===== src/rtl/memory_port_arbiter.sv =====
// Purpose : shares one single-ported unified memory between the MIPS fetch port and data port.
// Latency : 2 edges from request sampling to done with a zero-wait memory, 1 edge for an address error,
//           TIMEOUT+1 edges on a memory timeout.
// Backpres: requests are held until their done pulse; memReady stretches ACCESS up to TIMEOUT cycles.
//
// Optional feature: define ARB_ROUND_ROBIN_EN for round-robin arbitration between fetch and data.
// Without it, data always wins over fetch.
//
// Ports:
//   clock, resetN                       - rising-edge clock, asynchronous active-low reset
//   insReq/insAddress                   - fetch request (held until insDone) and byte address
//   insReadValue/insDone                - fetched word and one-cycle completion pulse
//   dataRead/dataWrite/dataAddress      - data request (held until dataDone) and byte address
//   dataWriteValue                      - store word
//   dataReadValue/dataDone              - load word and one-cycle completion pulse
//   addrError/errorAddress              - error pulse (with done) and byte address of the last failure
//   memReq/memWrite/memAddress          - memory strobe, write select, word index
//   memWriteValue/memReadValue/memReady - memory write data, read data, completion
module memory_port_arbiter #(
    parameter logic [31:0] TEXT_BASE = 32'h00400000,
    parameter logic [31:0] DATA_BASE = 32'h10010000,
    parameter int          SEG_WORDS = 1024,
    parameter int          ADDR_W    = 11,
    parameter int          TIMEOUT   = 15
) (
    input  logic              clock,
    input  logic              resetN,
    input  logic              insReq,
    input  logic [31:0]       insAddress,
    output logic [31:0]       insReadValue,
    output logic              insDone,
    input  logic              dataRead,
    input  logic              dataWrite,
    input  logic [31:0]       dataAddress,
    input  logic [31:0]       dataWriteValue,
    output logic [31:0]       dataReadValue,
    output logic              dataDone,
    output logic              addrError,
    output logic [31:0]       errorAddress,
    output logic              memReq,
    output logic              memWrite,
    output logic [ADDR_W-1:0] memAddress,
    output logic [31:0]       memWriteValue,
    input  logic [31:0]       memReadValue,
    input  logic              memReady
);

    localparam logic [31:0] SEG_BYTES = 32'(SEG_WORDS * 4);

    typedef enum logic [1:0] {
        IDLE,
        ACCESS,
        RESP
    } state_t;

    state_t            state;
    state_t            stateNext;

    logic              dataPend;
    logic              grantData;
    logic              grantAny;
    logic [31:0]       reqAddress;
    logic [31:0]       segBase;
    logic [31:0]       segOffset;
    logic              addrOk;
    logic [ADDR_W-1:0] wordIdx;
    logic              timeoutHit;

    logic [7:0]        waitCnt;
    logic              servingData;
    logic              errFlag;
    logic [31:0]       curAddress;

    assign dataPend = dataRead | dataWrite;

`ifdef ARB_ROUND_ROBIN_EN
    // preferData is the round-robin pointer: it names the side that wins a tie.
    logic preferData;

    assign grantData = dataPend & (~insReq | preferData);

    always_ff @(posedge clock or negedge resetN) begin
        if (!resetN) begin
            preferData <= 1'b1;
        end else if (state == IDLE && grantAny) begin
            preferData <= ~grantData;
        end
    end
`else
    assign grantData = dataPend;
`endif

    assign grantAny   = dataPend | insReq;
    assign reqAddress = grantData ? dataAddress : insAddress;
    assign segBase    = grantData ? DATA_BASE : TEXT_BASE;

    // Unsigned subtract: an address below its segment base wraps to a huge
    // offset and therefore fails the range check as well.
    assign segOffset  = reqAddress - segBase;
    assign addrOk     = (reqAddress[1:0] == 2'b00) && (segOffset < SEG_BYTES);

    // Data words live directly above the text words in the unified memory.
    assign wordIdx    = ADDR_W'(segOffset[31:2]) + (grantData ? ADDR_W'(SEG_WORDS) : '0);

    // The counter holds the number of ACCESS cycles already spent without
    // memReady, so the abort happens in the TIMEOUT-th ACCESS cycle.
    assign timeoutHit = (waitCnt == 8'(TIMEOUT - 1));

    // State register
    always_ff @(posedge clock or negedge resetN) begin
        if (!resetN) begin
            state <= IDLE;
        end else begin
            state <= stateNext;
        end
    end

    // Next-state logic
    always_comb begin
        stateNext = state;
        case (state)
            IDLE: begin
                if (grantAny) begin
                    stateNext = addrOk ? ACCESS : RESP;
                end
            end
            ACCESS: begin
                if (memReady || timeoutHit) begin
                    stateNext = RESP;
                end
            end
            RESP: begin
                // Requests are deliberately ignored here so the served
                // requester has one edge to drop its request.
                stateNext = IDLE;
            end
            default: begin
                stateNext = IDLE;
            end
        endcase
    end

    assign memReq    = (state == ACCESS);
    assign insDone   = (state == RESP) && !servingData;
    assign dataDone  = (state == RESP) && servingData;
    assign addrError = (state == RESP) && errFlag;

    // Access bookkeeping and datapath registers
    always_ff @(posedge clock or negedge resetN) begin
        if (!resetN) begin
            waitCnt       <= '0;
            servingData   <= 1'b0;
            errFlag       <= 1'b0;
            curAddress    <= '0;
            errorAddress  <= '0;
            memAddress    <= '0;
            memWrite      <= 1'b0;
            memWriteValue <= '0;
            insReadValue  <= '0;
            dataReadValue <= '0;
        end else begin
            case (state)
                IDLE: begin
                    if (grantAny) begin
                        servingData <= grantData;
                        curAddress  <= reqAddress;
                        waitCnt     <= '0;
                        if (addrOk) begin
                            errFlag    <= 1'b0;
                            memAddress <= wordIdx;
                            // A simultaneous read+write request is served as a write.
                            memWrite   <= grantData & dataWrite;
                            if (grantData && dataWrite) begin
                                memWriteValue <= dataWriteValue;
                            end
                        end else begin
                            errFlag      <= 1'b1;
                            errorAddress <= reqAddress;
                        end
                    end
                end
                ACCESS: begin
                    if (memReady) begin
                        if (!memWrite) begin
                            if (servingData) begin
                                dataReadValue <= memReadValue;
                            end else begin
                                insReadValue <= memReadValue;
                            end
                        end
                    end else if (timeoutHit) begin
                        errFlag      <= 1'b1;
                        errorAddress <= curAddress;
                    end else begin
                        waitCnt <= waitCnt + 8'd1;
                    end
                end
                RESP: begin
                    waitCnt <= '0;
                end
                default: begin
                end
            endcase
        end
    end

endmodule


===== config.mk =====
export PLATFORM = sky130hd
export DESIGN_NAME = memory_port_arbiter
export DESIGN_NICKNAME = d
export VERILOG_FILES = /design/src/rtl/memory_port_arbiter.sv
export SDC_FILE = /design/constraint.sdc
export NUM_CORES = 1
export LEC_CHECK = 0
export BUFFER_PORTS_ARGS = -buffer_cell sky130_fd_sc_hd__buf_2
export CORE_ASPECT_RATIO = 0.8
export CORE_UTILIZATION = 53
export CTS_BUF_LIST = sky130_fd_sc_hd__clkbuf_8
export CTS_CLUSTER_SIZE = 24
export DETAILED_ROUTE_END_ITERATION = 10
export GPL_TIMING_DRIVEN = 0
export PLACE_DENSITY = 0.85
export RECOVER_POWER = 25
export SYNTH_ARGS = -nofsm -noshare
export SYNTH_HDL_FRONTEND = slang
export SYNTH_SLANG_ARGS = --single-unit

===== constraint.sdc =====
create_clock -name clock -period 4.8 [get_ports clock]
set_input_delay 0.96 -clock clock [delete_from_list [all_inputs] [get_ports clock]]
set_output_delay 0.96 -clock clock [all_outputs]
set_load 0.05 [all_outputs]

==> results.md, run 1 <==
* Max Freq at 223 MHz
* Crit path launch type: input pin
* Final Hold Slack at 485 ps
* Synth unique cells at 55
* Reg2Reg Setup Slack at 1790 ps
* Layout Skew at 13.0 ps
* Worst-Margin Slew at 3550 ps
* # clock sinks at 184
* Post-route ant nets at 0
* Crit path from: dataRead
* Mux cell area share after synthesis at 0.224
* Final period demand of the worst path at 4490 ps
* Initial antenna violation count at 1
* Cells after Synth at 689
* Port Buffer Count at 277
* Power Density at 352 nW/um^2
* Main synth FF type: dfrtp_1
* CTS tree: built
* Layout cells sized above 1 at 0.431
* Worst EP arrival at 4830 ps
* Relative slew slack at -1.37
* Pins Over Slew Limit at 82
* Final-report setup violation count at 0
* XOR/XNOR Fraction of Synth Area at 0.00527
* First-pass GRT wire length at 33,700 um
* Cell area after synthesis at 8320 sq um
* H-tree depth at 4
* DP Wirelength at 16,100 um
* Area occupied by multi-input gates at 3510 sq um
* Compound-Gate Fraction of Synth Area at 0.0971
* Initial core utilization at 0.548
* Clk_lat worst skew at 460 ps
* Sequential share of the synthesized area at 0.554
* # IOs at 278
* Fin. Hold Viols at 0
* Async S/R FF share, synth at 1.00
* Total CTS buffers at 17
* Period utilization at 0.935
* Power Total at 3.67 mW
* DRT iter0 DRCs at 493
* Post-synthesis simple-gate area fraction at 0.0906
* Adder-cell share of the synthesized area at 0.00451
* Fin nets at 1,122
* Fin area at 10,400 sq um
* Internal power at 2.43 mW
* Failing checks: max-capacitance violations, max-slew violations
* Via count at 6,703
* Routed wire length at 21,300 um
* Post-synth net total at 826
* Ys Warns at 0
* Worst-path clk slew at 90 ps
* Sw Pwr at 1.24 mW
* Via-per-instance ratio at 5.54
* FF+latch area at 4600 sq um
* Reg2Reg Depth at 6
* Chip Width at 142 um
* GR Util All Layers at 0.270
* Largest net degree at the start of global routing at 104
* Status: finished, violations left
* VDD IR max at 319 uV
* Clk network pwr share at 0.291
* DIE HEIGHT at 114 um
* Root buf cell: clkbuf_8
* Vias in the first global route at 6,509
* Post-CTS Hold Buffers at 0
* Row count at 40
* Reg2Reg Capture Point: insReadValue[6]$_DFFE_PN0P_
* Leak at 5.46 nW
* Fillers at 1,142
* Yosys reg bits at 184
* Largest family of logic cells by synthesized area: multiplexers
* Cell Area, Placed at 10,000 sq um
* Maximum clock insertion buffer count at 2
* Crit path max fanout at 19
* Post-synth EDFFs at 0
* Dpl ws at -883 ps
* Max-cap viol count at 1
* Setup ws final at 311 ps
* Crit. End Element: register
* Per-cell routed wire length at 17.6 um
* Required @ worst endpoint at 5140 ps
* Initial DRT Pass Iterations at 4
* RSZ-0062 raised after global routing: false
* Comb power frac at 0.224
* GP Congestion at 0.967
* Avg Inst Size Synth at 12.1 sq um
* Crit path capture: errorAddress[24]$_DFFE_PN0P_
* Fin util at 0.687
* P&R area growth vs syn at 25.4%
* Core ar. at 15,200 sq um
* CP Class: input pin to register
* Sequential group share of total power at 0.484
* Die area at 16,200 sq um
* Grt ovf at 0
* Start of the worst register-to-register path: state[0]$_DFFE_PN0P_
* DRC at 0
* Net Sw Frac at 0.339
* Worst min-delay path class: register to register
-- timing repair --
action,in CTS,in global routing
setup buffers,0,0
pin swaps,0,0
endpoints found under the setup margin,72,42
gates resized for setup,1,5
-- cells in the mapped netlist (2+ instances only) --
cell / number / share of area
a31oi_1: 6 / 0.0045
xnor2_1: 3 / 0.0032
xor2_1: 2 / 0.0021
and3b_1: 2 / 0.0021
nor2_1: 53 / 0.024
nand4b_1: 2 / 0.0021
o22ai_1: 2 / 0.0015
o31ai_1: 5 / 0.0045
nand2_1: 48 / 0.022
nor4_1: 4 / 0.0030
mux2_2: 71 / 0.096
nand2b_1: 3 / 0.0023
o21ai_0: 51 / 0.031
nor3b_1: 2 / 0.0018
a21boi_0: 2 / 0.0018
buf_1: 3 / 0.0014
nor4b_1: 3 / 0.0032
buf_6: 6 / 0.0081
inv_1: 3 / 0.0014
mux2_4: 28 / 0.051
buf_2: 6 / 0.0036
clkbuf_1: 24 / 0.011
o2111ai_1: 3 / 0.0032
nor3_1: 10 / 0.0060
mux2_1: 31 / 0.042
nand4_1: 3 / 0.0023
and2_1: 2 / 0.0015
a22o_1: 3 / 0.0032
a21oi_1: 57 / 0.034
or4_1: 3 / 0.0027
dfrtp_1: 184 / 0.55
mux2i_1: 29 / 0.035
or3_1: 3 / 0.0023
nand3_1: 9 / 0.0054
ha_1: 3 / 0.0045
-- how the worst min path moves through the flow --
stage          slack (ps)                      endpoint  depth (start not counted)                         from
2_1_floorplan         450        waitCnt[7]$_DFFE_PN0P_                          1       waitCnt[7]$_DFFE_PN0P_
4_1_cts               470  errorAddress[19]$_DFFE_PN0P_                          1                       resetN
5_1_grt               510   errorAddress[0]$_DFFE_PN0P_                          1  errorAddress[0]$_DFFE_PN0P_
3_5_place_dp          470        waitCnt[7]$_DFFE_PN0P_                          1       waitCnt[7]$_DFFE_PN0P_
6_report              480        waitCnt[7]$_DFFE_PN0P_                          1       waitCnt[7]$_DFFE_PN0P_
3_3_place_gp          460     curAddress[5]$_DFFE_PN0P_                          2    curAddress[5]$_DFFE_PN0P_
-- metal layers --
layer,vias up,track usage,part of all wire
met5,-,0,0
met4,0,0.0975,0.021
met3,35,0.0651,0.069
met2,276,0.427,0.47
met1,3316,0.365,0.44
li1,3076,-,-
-- metrics by stage --
stage	std cells	setup TNS, ps
2_1_floorplan	689	0
3_3_place_gp	1176	-62030
3_5_place_dp	1177	-52150
4_1_cts	1208	0
5_1_grt	1209	0
6_report	1209	0
-- final cells by class --
| type | instances | area share |
|---|---|---|
| antenna | 1 | 0.000240 |
| buffer | 38 | 0.0192 |
| clock buffer | 18 | 0.0238 |
| clock inverter | 14 | 0.0154 |
| inverter | 3 | 0.00108 |
| multi-input combinational | 463 | 0.337 |
| sequential | 184 | 0.442 |
| tap | 210 | 0.0252 |
| timing repair buffer | 278 | 0.136 |
-- flip-flops by register name, indices dropped and copies added, names as in the netlist --
register       cells
curAddress        32
dataReadValue     32
errorAddress      32
insReadValue      32
memWriteValue     32
memAddress        11
waitCnt            8
state              2
errFlag            1
memWrite           1
servingData        1
-- placed cells by master, fill, tap and decap left out, types with 4 or more instances in the layout --
cell        n
o21ai_0    51
inv_6       6
a21oi_1    57
mux2_4     28
dfrtp_1   184
clkbuf_1   23
o31ai_1     5
nor2_1     53
nand3_1     9
mux2_1     31
mux2_2     71
buf_2     282
inv_1       4
buf_6       6
clkbuf_8   18
a31oi_1     6
mux2i_1    29
nor3_1     10
nand2_1    48
-- critical path, stage by stage --
cell      delay, ps
buf_2           110
nor2_1          370
buf_2           330
clkbuf_4        390
mux2i_1         360
ha_1            210
nand4b_1        100
a211o_1         350
nor4_2          360
nand4_1         350
a21oi_4         380
buf_6           230
mux2_1          330
-- kinds of logic (layout without fill, tap and decap cells) --
| kind of cell | after synthesis | in the layout |
|---|---|---|
| AOI/OAI and AO/OA | 140 | 140 |
| adders and majority gates | 3 | 3 |
| xor gates and xnor gates | 5 | 5 |
| DFF | 184 | 184 |
| buffers and inverters | 42 | 351 |
| and+or+nand+nor | 156 | 156 |
| muxes | 159 | 159 |
| other | 0 | 1 |
-- power by group through the flow --
stage,clock [mW],sequential (mW),combinational (mW)
final,1.07,1.78,0.823
after global routing,1.16,1.80,0.877
after CTS,1.09,1.78,0.823
after detailed placement,0,1.80,0.821
after global placement,0,1.80,0.801
after floorplan,0,2.08,0.259
No activity file was read; power rests on OpenSTA's default activity.
==> inputs of run 2 (changes only) <==
--- a/config.mk
+++ b/config.mk
@@ -6,7 +6,7 @@
 export NUM_CORES = 1
 export LEC_CHECK = 0
 export BUFFER_PORTS_ARGS = -buffer_cell sky130_fd_sc_hd__buf_2
-export CORE_ASPECT_RATIO = 0.8
+export CORE_ASPECT_RATIO = 1.1
 export CORE_UTILIZATION = 53
 export CTS_BUF_LIST = sky130_fd_sc_hd__clkbuf_8
 export CTS_CLUSTER_SIZE = 24
@@ -17,3 +17,4 @@
 export SYNTH_ARGS = -nofsm -noshare
 export SYNTH_HDL_FRONTEND = slang
 export SYNTH_SLANG_ARGS = --single-unit
+export TNS_END_PERCENT = 20
==> run 2 against run 1 <==
Effect of this change:
- the flow still finishes with violations (max-capacitance violations, max-slew violations)
- non-clock buffer count stayed put
- clock power is 6% higher
- critical endpoint unchanged
- largest cell class unchanged
- routed wire length is 0.61% higher
- highest routed layer unchanged
- register-to-register slack better by 40 ps
- cell area is 0.30% lower
- worst setup slack better by 110 ps
- total power is 1.2% higher
- count of clock-buffer cells in the layout is 1 lower
- die area hardly changed
==> results.md, run 2 (same netlist as run 1, synthesis figures left out) <==
* Status: finished, violations left
* Failing checks: max-capacitance violations, max-slew violations
* Reg2Reg Setup Slack at 1830 ps
* Layout Skew at 14.6 ps
* Pins Over Slew Limit at 67
* CP most frequent cell: buf_2
* Post-route ant nets at 0
* Worst min-delay path class: register to register
* Fin nets at 1,122
* DP Wirelength at 16,000 um
* Cell Area, Placed at 9980 sq um
* Worst-Margin Slew at 3370 ps
* Routed wire length at 21,400 um
* Period utilization at 0.912
* Post-CTS Setup Inserts at 0
* # clock sinks at 184
* Per-cell routed wire length at 17.9 um
* Layout cells sized above 1 at 0.431
* CP max stage cell: a21oi_2
* Most frequent cells in the layout: 282 x buf_2, 184 x dfrtp_1, 71 x mux2_2
* Worst EP arrival at 4730 ps
* Initial DRT Pass Iterations at 5
* Initial core utilization at 0.548
* Hold Path Stages at 2
* First-pass GRT wire length at 33,700 um
* Total CTS buffers at 17
* Port Buffer Count at 277
* RSZ-0062 raised after global routing: false
* P&R area growth vs syn at 25.0%
* DRT iter0 DRCs at 346
* Fin. Hold Viols at 0
* Max-cap viol count at 1
* Antenna diode count at 0
* Vias in the first global route at 6,748
* Max Freq at 228 MHz
* Row count at 47
* Commonest non-fill, non-tap cell in the layout: buf_2
* Setup ws final at 421 ps
* GR Util All Layers at 0.271
* Reg2Reg Depth at 6
* Placed Instances at 1,163
* Required @ worst endpoint at 5150 ps
* CTS tree: built
* Die area at 16,200 sq um
* Via-per-instance ratio at 5.54
* Grt ovf at 0
* Biggest cell delay along the critical path at 400 ps
* VDD IR max at 205 uV
* Relative slew slack at -1.25
* # IOs at 278
* Largest net degree at the start of global routing at 120
* Leak at 5.44 nW
* Reg2Reg Capture Point: insReadValue[0]$_DFFE_PN0P_
* Hold_sp: curAddress[26]$_DFFE_PN0P_
* Fillers at 1,234
* Initial antenna violation count at 0
* Dpl ws at -794 ps
* Post-CTS Hold Buffers at 0
* Start of the worst register-to-register path: state[0]$_DFFE_PN0P_
* Root buf cell: clkbuf_8
* Crit path max fanout at 19
* Power Density at 357 nW/um^2
* Hold endpoint: curAddress[26]$_DFFE_PN0P_
* DRC at 0
* Maximum clock insertion buffer count at 2
* Crit. End Element: register
* Final period demand of the worst path at 4380 ps
* Crit path launch type: input pin
* Core ar. at 15,200 sq um
* Worst-path clk slew at 100 ps
* GP Congestion at 0.898
* CP Class: input pin to register
* Chip Width at 121 um
* Crit path cell chain: buf_2, nor2_2, buf_2, clkbuf_4, mux2i_1, ha_1, nand4b_1, a211o_1, nor4_1, nand4_1, a21oi_2, buf_6, mux2_1
* Power Total at 3.72 mW
* Fin area at 10,400 sq um
* H-tree depth at 4
* Final-report setup violation count at 0
* Cell Count, Final, Fillers Out at 1,194
* Clk_lat worst skew at 480 ps
* DIE HEIGHT at 133 um
* Via count at 6,611
-- run 2: changes by cell type in the layout (fill, tap and decap cells not counted), sizes merged --
| cell | delta |
|---|---|
| clkinvlp | +1 |
| diode | -1 |
| inv | -1 |
| dlymetal6s4s | -1 |
| clkinv | +1 |
-- run 2: timing repair --
item,CTS,global route
setup endpoints to repair,71,39
pin swaps,0,0
gates resized for setup,1,2
-- run 2: worst max-delay path by stage --
stage	to	cells after the start	start	slack (ps)
floorplan	errorAddress[0]$_DFFE_PN0P_	13	dataRead	350
global placement	errorAddress[17]$_DFFE_PN0P_	14	dataRead	-750
detailed placement	errorAddress[24]$_DFFE_PN0P_	14	dataWrite	-790
CTS	errorAddress[24]$_DFFE_PN0P_	13	dataWrite	170
global route	curAddress[20]$_DFFE_PN0P_	2	resetN	100
finish	errorAddress[24]$_DFFE_PN0P_	13	dataRead	420
-- run 2: layout make-up --
class | count | area [sq um] | area share
flip-flops and latches | 184 | 4600 | 0.443
multi-input cells | 463 | 3500 | 0.337
repair buffers | 278 | 1400 | 0.134
well taps | 196 | 245 | 0.0236
clock buffers | 17 | 234 | 0.0225
clock inverters | 15 | 200 | 0.0193
plain buffers | 38 | 199 | 0.0191
inverters | 3 | 11.3 | 0.00108
-- run 2: critical path: cells and delay by family --
kind / cells / cell delay [ps]
compound gates: 2 / 730
fa+ha+maj: 1 / 210
buf+inv: 4 / 1030
mux: 2 / 730
simple gates: 4 / 1040
-- run 2: metal layers --
metal	up-vias	GRT usage	routed length [um]
met5	-	0	0
met4	0	0.105	520
met3	43	0.0672	1160
met2	225	0.462	11100
met1	3273	0.328	8630
li1	3070	-	-
-- run 2: power by group --
part / switching (mW) / total, mW / internal (mW)
Sequential: 0.0815 / 1.78 / 1.70
Combinational: 0.576 / 0.811 / 0.235
Clock: 0.631 / 1.13 / 0.495
Total: 1.29 / 3.71 / 2.43
-- run 2: metrics by stage --
step / util / setup TNS (ps) / hold WS (ps)
2_1_floorplan: - / 0 / 446
4_1_cts: 0.687 / 0 / 402
3_3_place_gp: 0.656 / -71190 / 462
6_report: 0.685 / 0 / 486
3_5_place_dp: 0.658 / -49310 / 471
5_1_grt: 0.685 / 0 / 516
==> inputs of run 3 (changes only) <==
--- a/config.mk
+++ b/config.mk
@@ -13,7 +13,7 @@
 export DETAILED_ROUTE_END_ITERATION = 10
 export GPL_TIMING_DRIVEN = 0
 export PLACE_DENSITY = 0.85
-export RECOVER_POWER = 25
+export RECOVER_POWER = 50
 export SYNTH_ARGS = -nofsm -noshare
 export SYNTH_HDL_FRONTEND = slang
 export SYNTH_SLANG_ARGS = --single-unit
==> run 3 against run 2 <==
Effect of this change:
- the flow still finishes with violations (max-capacitance violations, max-slew violations)
- count of clock-buffer cells in the layout did not move
- total power down 0.33%
- largest cell class unchanged
- combinational power down 1%
- highest routed layer unchanged
==> results.md, run 3 (same netlist as run 1, synthesis figures left out) <==
* Hold endpoint: curAddress[26]$_DFFE_PN0P_
* GP Congestion at 0.898
* Fillers at 1,262
* Per-cell routed wire length at 18.0 um
* DIE HEIGHT at 133 um
* Layout cells sized above 1 at 0.359
* Pins Over Slew Limit at 67
* H-tree depth at 4
* # clock sinks at 184
* Worst-Margin Slew at 3380 ps
* Initial antenna violation count at 0
* Routed wire length at 21,400 um
* Reg2Reg Setup Slack at 1830 ps
* DRC at 0
* Port Buffer Count at 277
* Dpl ws at -794 ps
* Period utilization at 0.924
* Commonest non-fill, non-tap cell in the layout: buf_2
* Row count at 47
* Reg2Reg Depth at 6
* DRT iter0 DRCs at 351
* First-pass GRT wire length at 33,700 um
* Failing checks: max-capacitance violations, max-slew violations
* Die area at 16,200 sq um
* Relative slew slack at -1.25
* Via-per-instance ratio at 5.58
* Max-cap viol count at 1
* Leak at 5.17 nW
* Post-CTS Setup Inserts at 0
* Fin area at 10,300 sq um
* Largest net degree at the start of global routing at 120
* Final-report setup violation count at 0
* Hold_sp: curAddress[26]$_DFFE_PN0P_
* Layout Skew at 14.0 ps
* Total negative slack at 0 ps
* CP Class: input pin to register
* Grt ovf at 0
* Status: finished, violations left
* VDD IR max at 204 uV
* GR Util All Layers at 0.271
* Initial DRT Pass Iterations at 5
* Core ar. at 15,200 sq um
* Maximum clock insertion buffer count at 2
* Root buf cell: clkbuf_8
* Crit path max fanout at 19
* Most frequent cells in the layout: 210 x buf_2, 184 x dfrtp_1, 97 x clkbuf_1
* RSZ-0062 raised after global routing: false
* Via count at 6,661
* Post-route ant nets at 0
* Required @ worst endpoint at 5150 ps
* Worst EP arrival at 4790 ps
* Initial core utilization at 0.548
* Final period demand of the worst path at 4430 ps
* Total CTS buffers at 17
* Cell Area, Placed at 9980 sq um
* Crit. End Element: register
* CTS tree: built
* Hold Path Stages at 2
* Max Freq at 226 MHz
* Antenna diode count at 0
* Final Hold Slack at 486 ps
* Fin util at 0.679
* DP Wirelength at 16,000 um
* Worst min-delay path class: register to register
* P&R area growth vs syn at 23.9%
* Worst-path clk slew at 100 ps
* Setup ws final at 366 ps
* Vias in the first global route at 6,748
* Start of the worst register-to-register path: state[0]$_DFFE_PN0P_
* Chip Width at 121 um
* Reg2Reg Capture Point: insReadValue[0]$_DFFE_PN0P_
* Fin. Hold Viols at 0
* Crit path launch type: input pin
* # IOs at 278
* Power Density at 359 nW/um^2
* Clk_lat worst skew at 470 ps
* Fin nets at 1,122
## run 3: through the flow
step           std cells  total power, mW
2_1_floorplan        689             2.34
3_3_place_gp        1162             2.59
3_5_place_dp        1163             2.62
4_1_cts             1194             3.74
5_1_grt             1194             3.85
6_report            1194             3.70
## run 3: how the worst max path moves through the flow
stage / from / to / slack, ps / depth (start not counted)
after floorplan: dataRead / errorAddress[0]$_DFFE_PN0P_ / 350 / 13
after global placement: dataRead / errorAddress[17]$_DFFE_PN0P_ / -750 / 14
after detailed placement: dataWrite / errorAddress[24]$_DFFE_PN0P_ / -790 / 14
after CTS: dataWrite / errorAddress[24]$_DFFE_PN0P_ / 170 / 13
after global routing: resetN / curAddress[20]$_DFFE_PN0P_ / 100 / 2
final: dataRead / errorAddress[24]$_DFFE_PN0P_ / 370 / 13
## run 3: where the power goes
part | total, mW | internal, mW | switching (mW) | leakage [nW]
clock | 1.12 | 0.495 | 0.629 | 0.215
combinational | 0.799 | 0.223 | 0.576 | 2.56
sequential | 1.78 | 1.70 | 0.0828 | 2.40
total | 3.70 | 2.41 | 1.29 | 5.17
## run 3: worst max-delay path, cell delays in order
cell and delay, ps:
buf_2 120, nor2_2 260, buf_2 300, clkbuf_4 390, mux2i_1 410, ha_1 240
nand4b_1 110, a211o_1 330, nor4_1 370, nand4_1 310, a21oi_2 400, buf_6 220
mux2_1 340
## run 3: cell type report
cell class | instances | area [sq um] | share of cell area
clock inverters | 15 | 200 | 0.0194
well taps | 196 | 245 | 0.0238
multi-input cells | 463 | 3500 | 0.340
inverters | 3 | 11.3 | 0.00109
clock buffers | 17 | 234 | 0.0227
flip-flops and latches | 184 | 4600 | 0.447
repair buffers | 278 | 1310 | 0.127
plain buffers | 38 | 198 | 0.0192
## run 3: layer usage
metal / GRT usage / up-vias / part of all wire / routed length (um)
met4: 0.105 / 0 / 0.024 / 512
met1: 0.328 / 3286 / 0.40 / 8510
met2: 0.462 / 260 / 0.52 / 11100
met3: 0.0672 / 41 / 0.060 / 1290
li1: - / 3074 / - / -
met5: 0 / - / 0 / 0
## run 3: timing repair
item | CTS | global route
pin swaps | 0 | 0
gates cloned | 0 | 0
hold buffers | 0 | 0
resized for setup | 1 | 2
setup endpoints to repair | 71 | 39
